$ cat src/rtl/arb_types_pkg.sv
// Shared types for the mem_arbiter slice: FSM states, RAM op encoding, data-streak sizing.
// Optional performance counters are enabled with the ARB_PERF_EN macro.
package arb_types_pkg;

    typedef enum logic [1:0] {
        IDLE  = 2'd0,
        IBUSY = 2'd1,
        DBUSY = 2'd2
    } arb_state_t;

    typedef enum logic {
        OP_READ  = 1'b0,
        OP_WRITE = 1'b1
    } arb_op_t;

    // Four bits cover the legal MAX_DSTREAK range of 1..15.
    localparam int DSTREAK_W = 4;

    function automatic logic [DSTREAK_W-1:0] streak_next(
        input logic [DSTREAK_W-1:0] cur,
        input logic [DSTREAK_W-1:0] max_val
    );
        logic [DSTREAK_W-1:0] res;
        if (cur >= max_val) begin
            res = max_val;
        end else begin
            res = cur + {{(DSTREAK_W-1){1'b0}}, 1'b1};
        end
        return res;
    endfunction

endpackage

$ cat src/rtl/arb_perf_counters.sv
// Hit and stall event counters for mem_arbiter; instantiated only when ARB_PERF_EN is defined.
module arb_perf_counters (
    input  logic        clk,
    input  logic        rst,
    input  logic        ihit,
    input  logic        dhit,
    input  logic        stall,
    output logic [31:0] icnt,
    output logic [31:0] dcnt,
    output logic [31:0] stallcnt
);

    // Free-running wrap-around event counters.
    always_ff @(posedge clk or posedge rst) begin
        if (rst) begin
            icnt     <= 32'd0;
            dcnt     <= 32'd0;
            stallcnt <= 32'd0;
        end else begin
            if (ihit) begin
                icnt <= icnt + 32'd1;
            end
            if (dhit) begin
                dcnt <= dcnt + 32'd1;
            end
            if (stall) begin
                stallcnt <= stallcnt + 32'd1;
            end
        end
    end

endmodule

$ cat src/rtl/mem_arbiter.sv
// Arbitrates instruction-fetch and load/store ports onto one variable-latency RAM.
// Define ARB_PERF_EN to build the icnt/dcnt/stallcnt performance counters.
import arb_types_pkg::*;

module mem_arbiter #(
    parameter int WORD_W      = 32,
    parameter int MAX_DSTREAK = 4
) (
    input  logic              CLK,
    input  logic              RST,
    input  logic              iREN,
    input  logic [WORD_W-1:0] iaddr,
    output logic [WORD_W-1:0] iload,
    output logic              ihit,
    input  logic              dREN,
    input  logic              dWEN,
    input  logic [WORD_W-1:0] daddr,
    input  logic [WORD_W-1:0] dstore,
    output logic [WORD_W-1:0] dload,
    output logic              dhit,
    input  logic              halt,
    output logic              ram_REN,
    output logic              ram_WEN,
    output logic [WORD_W-1:0] ram_addr,
    output logic [WORD_W-1:0] ram_store,
    input  logic [WORD_W-1:0] ram_load,
    input  logic              ram_rdy,
    output logic [31:0]       icnt,
    output logic [31:0]       dcnt,
    output logic [31:0]       stallcnt
);

    localparam logic [DSTREAK_W-1:0] MAX_STREAK = DSTREAK_W'(MAX_DSTREAK);

    arb_state_t           state_r;
    arb_state_t           state_nx_s;
    arb_op_t              op_r;
    logic [DSTREAK_W-1:0] dstreak_r;
    logic [DSTREAK_W-1:0] dstreak_nx_s;
    logic                 i_elig_s;
    logic                 d_elig_s;
    logic                 grant_i_s;
    logic                 grant_d_s;
    logic                 unused_addr_bits_s;

    // RAM is word addressed; the byte-offset bits are dropped on grant.
    assign unused_addr_bits_s = ^{iaddr[1:0], daddr[1:0]};

    // A port that is completing this cycle cannot be re-granted until the next one.
    assign i_elig_s = iREN & ~ihit & ~halt;
    assign d_elig_s = (dREN | dWEN) & ~dhit & ~halt;

    // Arbitration and next-state decode.
    always_comb begin
        state_nx_s = state_r;
        grant_i_s  = 1'b0;
        grant_d_s  = 1'b0;
        case (state_r)
            IDLE: begin
                if (i_elig_s && (dstreak_r == MAX_STREAK)) begin
                    grant_i_s = 1'b1;
                end else if (d_elig_s) begin
                    grant_d_s = 1'b1;
                end else if (i_elig_s) begin
                    grant_i_s = 1'b1;
                end else begin
                    grant_i_s = 1'b0;
                end
                if (grant_i_s) begin
                    state_nx_s = IBUSY;
                end else if (grant_d_s) begin
                    state_nx_s = DBUSY;
                end else begin
                    state_nx_s = IDLE;
                end
            end
            IBUSY, DBUSY: begin
                if (ram_rdy) begin
                    state_nx_s = IDLE;
                end else begin
                    state_nx_s = state_r;
                end
            end
            default: begin
                state_nx_s = IDLE;
            end
        endcase
    end

    // Data-streak tracking; a halted IDLE cycle with iREN high leaves the streak untouched.
    always_comb begin
        dstreak_nx_s = dstreak_r;
        if (state_r == IDLE) begin
            if (grant_i_s) begin
                dstreak_nx_s = {DSTREAK_W{1'b0}};
            end else if (grant_d_s && iREN) begin
                dstreak_nx_s = streak_next(dstreak_r, MAX_STREAK);
            end else if (!iREN) begin
                dstreak_nx_s = {DSTREAK_W{1'b0}};
            end else begin
                dstreak_nx_s = dstreak_r;
            end
        end else begin
            dstreak_nx_s = dstreak_r;
        end
    end

    // State, transaction registers, RAM strobes and completion outputs.
    always_ff @(posedge CLK or posedge RST) begin
        if (RST) begin
            state_r   <= IDLE;
            op_r      <= OP_READ;
            dstreak_r <= {DSTREAK_W{1'b0}};
            ram_REN   <= 1'b0;
            ram_WEN   <= 1'b0;
            ram_addr  <= {WORD_W{1'b0}};
            ram_store <= {WORD_W{1'b0}};
            ihit      <= 1'b0;
            dhit      <= 1'b0;
            iload     <= {WORD_W{1'b0}};
            dload     <= {WORD_W{1'b0}};
        end else begin
            state_r   <= state_nx_s;
            dstreak_r <= dstreak_nx_s;
            ihit      <= 1'b0;
            dhit      <= 1'b0;
            case (state_r)
                IDLE: begin
                    if (grant_i_s) begin
                        op_r     <= OP_READ;
                        ram_addr <= {iaddr[WORD_W-1:2], 2'b00};
                        ram_REN  <= 1'b1;
                        ram_WEN  <= 1'b0;
                    end else if (grant_d_s) begin
                        ram_addr  <= {daddr[WORD_W-1:2], 2'b00};
                        ram_store <= dstore;
                        if (dWEN) begin
                            op_r    <= OP_WRITE;
                            ram_REN <= 1'b0;
                            ram_WEN <= 1'b1;
                        end else begin
                            op_r    <= OP_READ;
                            ram_REN <= 1'b1;
                            ram_WEN <= 1'b0;
                        end
                    end else begin
                        ram_REN <= 1'b0;
                        ram_WEN <= 1'b0;
                    end
                end
                IBUSY: begin
                    if (ram_rdy) begin
                        ram_REN <= 1'b0;
                        ram_WEN <= 1'b0;
                        ihit    <= 1'b1;
                        iload   <= ram_load;
                    end
                end
                DBUSY: begin
                    if (ram_rdy) begin
                        ram_REN <= 1'b0;
                        ram_WEN <= 1'b0;
                        dhit    <= 1'b1;
                        if (op_r == OP_READ) begin
                            dload <= ram_load;
                        end
                    end
                end
                default: begin
                    ram_REN <= 1'b0;
                    ram_WEN <= 1'b0;
                end
            endcase
        end
    end

`ifdef ARB_PERF_EN
    logic stall_s;

    assign stall_s = (iREN | dREN | dWEN) & ~(ihit | dhit);

    arb_perf_counters u_perf (
        .clk      (CLK),
        .rst      (RST),
        .ihit     (ihit),
        .dhit     (dhit),
        .stall    (stall_s),
        .icnt     (icnt),
        .dcnt     (dcnt),
        .stallcnt (stallcnt)
    );
`else
    assign icnt     = 32'd0;
    assign dcnt     = 32'd0;
    assign stallcnt = 32'd0;
`endif

endmodule

$ cat config.mk
export PLATFORM = sky130hd
export DESIGN_NAME = mem_arbiter
export DESIGN_NICKNAME = d
export VERILOG_FILES = /design/src/rtl/arb_types_pkg.sv /design/src/rtl/arb_perf_counters.sv /design/src/rtl/mem_arbiter.sv
export SDC_FILE = /design/constraint.sdc
export NUM_CORES = 1
export LEC_CHECK = 0
export BUFFER_PORTS_ARGS = -buffer_cell sky130_fd_sc_hd__buf_2
export CAP_MARGIN = 20
export CORE_AREA = 5 5 139 141
export CTS_CLUSTER_DIAMETER = 40
export DETAILED_ROUTE_END_ITERATION = 8
export DIE_AREA = 0 0 144 146
export PLACE_DENSITY = 0.64
export SYNTH_ARGS = -nofsm -noshare
export SYNTH_HDL_FRONTEND = slang
export SYNTH_SLANG_ARGS = --single-unit
$ cat constraint.sdc
create_clock -name CLK -period 7.6 [get_ports CLK]
set_input_delay 1.52 -clock CLK [delete_from_list [all_inputs] [get_ports CLK]]
set_output_delay 1.52 -clock CLK [all_outputs]
set_load 0.1 [all_outputs]
==> flow_summary.ini, run 1 <==
[sta]
worst_pin_slew_ns = 0.968
period_share_pct = 46.6
fmax_mhz = 282
fin_tns_setup_ns = 0
setup_violations = 0
clock_skew_ns = 0.00833
slew_violations = 0
relSlewSlack_pct = 35.4
rsz0062_at_grt = no
hold_violations = 0
finalCriticalPeriod_ns = 3.54

[floorplanning]
rows = 49
die-height_um = 146
core-area_um2 = 17800
io_pins = 363
die-area_um2 = 21000
initial_core_util_pct = 35.2
die_x_um = 144

[clock_network]
ctsHoldBuffers = 0
cts_tree = yes
htree_levels = 4
cts_sinks = 137
cts-resized-gates = 0
cts_buffer_depth = 2
cts_buffers = 17
cts_setup_buffers = 0
cts.clk_slew.worst_paths_ns = 0.06
cts_root_buf = clkbuf_16
clock_latency_ns = 0.41

[final_layout]
drive_above_1_share_pct = 52.9
area_growth_pct = 26.8
nets = 859
n_antenna_cell = 0

[synth]
yosysTopAreaCell = dfrtp_1
synthCells = 456
synth_area_um2 = 6270
synth.avg_cell_area_um2 = 13.8
synthFlopType = dfrtp_1
synthTopCellsByArea = dfrtp_1, mux2_2, buf_4
ys_seq_elements = 137
yosysWarnings = 0
synth_top_area_share_pct = 54.6
synthTopCellsByCount = dfrtp_1, buf_4, mux2_2
yosysUniqueCellTypes = 36
synth_edf_count = 0
synth.most_common_cell = dfrtp_1
async_flop_share_pct = 100
yosysSeqAreaShare_pct = 54.6

[global_route]
overflow = 0
antenna_found_initial = 1
grt_pass1_wl_um = 24500
track_usage_pct = 14.8
grt_pass1_vias = 4507
grt_max_degree = 77

[routing]
drtPass1Iterations = 4
via_per_inst = 4.38
drt-total-wl_um = 15800
ant_nets = 0
wl_per_cell_um = 16.4
dr_total_vias = 4212
drt-initial-drc-count = 145
route.detailed.drc = 0

[run]
cap_violations = 0

[placement]
dp_hpwl_um = 11700
gp_congestion = 0.725
io_buffers = 260

[setup_path]
required_ns = 7.90
worstPathArrival_ns = 3.84
rr_startpoint = state_r[1]
critical_path.startpoint = dWEN
r2r_setup_slack_ns = 4.60
reg2reg_depth = 6
cp_max_fo = 35
crit_path_start_kind = input pin
regToRegEndpoint = ram_store[28]
endpoint = ram_store[28]
end_kind = flop
critPathKind = input pin to flop

[hold_path]
hold_path_startpoint = ram_store[0]
min_path_type = flop to flop
min_path_cells = 1

[status]
outcome = finished, final reports clean
## per-layer routing
layer	wire length, µm	vias up	track usage (%)
met2	7810	217	24.9
li1	-	1930	-
met5	13	-	0
met4	179	2	4.05
met3	1930	11	7.56
met1	5870	2052	16.4
## logic make-up after synthesis
family	after synthesis	synth area share [%]
DFF	137	54.6
buffers and inverters	125	14.2
muxes	98	18.8
and+or+nand+nor	49	5.12
AOI/OAI and AO/OA	41	6.16
adders and majority gates	5	0.997
other	1	0.0598
## cells in the final DEF (no fill, tap or decap), drive strengths merged
master / instances
buf: 265
clkinv: 7
o221ai: 1
clkinvlp: 2
conb: 98
nor4bb: 1
a21oi: 1
nor3: 2
nor4b: 1
and2: 32
a221o: 30
nand2: 2
clkbuf: 22
a2bb2oi: 1
nor2: 3
o31a: 1
mux2: 98
inv: 8
and3: 1
nor2b: 2
dfrtp: 137
o31ai: 1
o41a: 1
or4b: 1
nand2b: 2
nor3b: 1
and3b: 1
ha: 5
o21ai: 2
a22o: 3
## critical path, cell delays in order
cell,delay (ns)
buf_2,0.12
nor2_1,0.06
or4b_1,0.65
nor2_8,0.54
buf_4,0.54
mux2_2,0.39
## how the worst min path moves through the flow
stage | endpoint | slack, ns
after floorplan | op_r | 0.46
after detailed placement | ram_store[4] | 0.47
after global routing | ram_store[0] | 0.50
after global placement | ram_store[3] | 0.46
after CTS | ram_store[7] | 0.49
final | ram_store[0] | 0.48
## through the flow
| stage | hold slack, ns | std cells | setup slack, ns | util [%] | instance area [µm²] |
|---|---|---|---|---|---|
| 6_report | 0.483 | 961 | 4.06 | 44.6 | 7960 |
| 5_1_grt | 0.499 | 961 | 3.94 | 44.6 | 7960 |
| 4_1_cts | 0.487 | 961 | 4.04 | 44.6 | 7960 |
| 3_5_place_dp | 0.474 | 929 | 3.58 | 41.6 | 7410 |
| 3_3_place_gp | 0.465 | 929 | 3.63 | 41.6 | 7410 |
| 2_1_floorplan | 0.457 | 553 | 2.41 | - | 6640 |
## flip-flops by register name (all words and copies together), names as in the netlist
name	count
ram_store	32
op_r	1
dload	32
ram_REN	1
ram_addr	30
dhit	1
state_r	2
iload	32
ram_WEN	1
dstreak_r	4
ihit	1
## area by class of cell
class	instances	area, µm²
fill	1680	9880
sequential	137	3430
multi-input combinational	291	2330
timing repair buffer	265	1340
clock buffer	22	474
tap	229	287
clock inverter	10	70.1
inverter	7	31.3
Power of run 1 is left out: the tool's default activity adds up to more than one toggle a clock period on the data nets, which glitch-free logic cannot reach.
==> inputs of run 2 (changes only) <==
- CORE_AREA: 5 5 139 141 -> not set
- CORE_ASPECT_RATIO: not set -> 0.75
- CORE_MARGIN: not set -> 5
- CORE_UTILIZATION: not set -> 40
- DIE_AREA: 0 0 144 146 -> not set
- PLACE_DENSITY: 0.64 -> 0.74
- clock period: 7.6 -> 3.1 ns (I/O delays scaled with it)
==> run 2 against run 1 <==
- critical path depth is the same
- via count shrank 0.28%
- clock skew shrank 0.0013 ns
- first-iteration DRC count down 19%
- non-clock buffer count is 5 higher
- design area increased by 0.44%
- setup slack worse by 3.4 ns
- wire length shrank 8.2%
- register-to-register slack worse by 4.0 ns
- largest cell class unchanged
- highest routed layer unchanged
- critical endpoint is now ram_store[14]
- global-route usage increased by 0.55 points
==> flow_summary.ini, run 2 (synthesis results as in run 1) <==
[setup_path]
required_ns = 3.39
critPathBufInv = 2
r2r_setup_slack_ns = 0.62
crit_path_start_kind = flop
crit_chain = inv_1 -> ha_1 -> or4b_1 -> nor2_8 -> buf_12 -> mux2_4
slowest_stage = or4b_1
cp_max_fo = 22
critical_path.max_stage_delay_ns = 0.65
crit_family = simple AND/OR/NAND/NOR gates
critPathKind = flop to flop
end_kind = flop
worstPathArrival_ns = 2.76

[floorplanning]
initial_core_util_pct = 41.0
die_x_um = 155
core-area_um2 = 15300
rows = 39
die-height_um = 118
io_pins = 363
die-area_um2 = 18300

[placement]
gp_congestion = 0.752
dp_hpwl_um = 11100
post-place-ws_ns = 0.497
io_buffers = 260

[clock_network]
cts.clk_slew.worst_paths_ns = 0.06
cts_buffers = 17
htree_levels = 4
cts_setup_buffers = 0
cts_sinks = 137
clock_latency_ns = 0.40
cts-resized-gates = 0
cts_buffer_depth = 2
cts_root_buf = clkbuf_16
cts_tree = yes
ctsHoldBuffers = 0

[sta]
rsz0062_at_grt = no
clock_skew_ns = 0.00699
fin_tns_setup_ns = 0
slew_violations = 0
worst_pin_slew_ns = 0.900
setup_violations = 0
relSlewSlack_pct = 40.0
finalCriticalPeriod_ns = 2.48
fmax_mhz = 404
period_share_pct = 79.8
finalWorstSetupSlack_ns = 0.625
hold_violations = 0

[status]
outcome = finished, final reports clean

[routing]
ant_nets = 0
wl_per_cell_um = 15.4
route.detailed.drc = 0
via_per_inst = 4.46
dr_total_vias = 4200
drtPass1Iterations = 4
drt-initial-drc-count = 118
drt-total-wl_um = 14500

[global_route]
track_usage_pct = 15.4
grt_pass1_wl_um = 22600
overflow = 0
grt_pass1_vias = 4295
grt_max_degree = 44
antenna_found_initial = 1

[hold_path]
min_path_type = input pin to asynchronous set/reset pin

[final_layout]
drive_above_1_share_pct = 53.0
final_common_cell = buf_2
top_regs = dload (32), iload (32), ram_store (32)
mostFrequentLayoutCells = buf_2, dfrtp_1, conb_1
area_growth_pct = 27.4
nets = 864
n_fill_cell = 1344
n_antenna_cell = 0

[run]
cap_violations = 0
## run 2: cell type report
cell class	count	area (µm²)	share of cell area, %
tap	205	256	3.21
inverter	7	30.0	0.376
clock buffer	23	468	5.85
clock inverter	8	72.6	0.908
multi-input combinational	291	2320	29.1
timing repair buffer	270	1410	17.7
sequential	137	3430	42.9
## run 2: worst reg2reg max path: stages, from the launching register on
cell and delay, ns:
dfrtp_1 0.39, inv_1 0.09, ha_1 0.25, or4b_1 0.65, nor2_8 0.45, buf_12 0.23, mux2_4 0.31
## run 2: worst paths after layout
| path | startpoint | endpoint | cells after the start |
|---|---|---|---|
| min in group CLK | dstore[0] | ram_store[0] | 2 |
| worst max register to register | state_r[0] | ram_store[14] | 6 |
| max in group asynchronous | RST | dload[12] | 3 |
| worst max-delay path | state_r[0] | ram_store[14] | 6 |
| worst min register to register | ram_store[6] | ram_store[6] | 1 |
| worst min-delay path | RST | ram_store[23] | 2 |
## run 2: routing by layer
layer / global-route usage (%) / part of all wire [%] / vias up
met1: 19.0 / 41 / 2069
met5: 0 / 0.090 / -
met2: 24.9 / 49 / 183
met3: 5.59 / 8.0 / 14
met4: 5.35 / 1.2 / 2
li1: - / - / 1932
## run 2: stage by stage
step / util [%] / hold WS (ns) / instance area [µm²] / std cells
after floorplan: - / 0.457 / 6640 / 553
after global placement: 48.6 / 0.465 / 7450 / 910
after detailed placement: 48.6 / 0.469 / 7450 / 910
after CTS: 52.2 / 0.317 / 7990 / 941
after global routing: 52.2 / 0.346 / 7990 / 941
final: 52.2 / 0.314 / 7990 / 941
Power of run 2 is left out for the same reason.
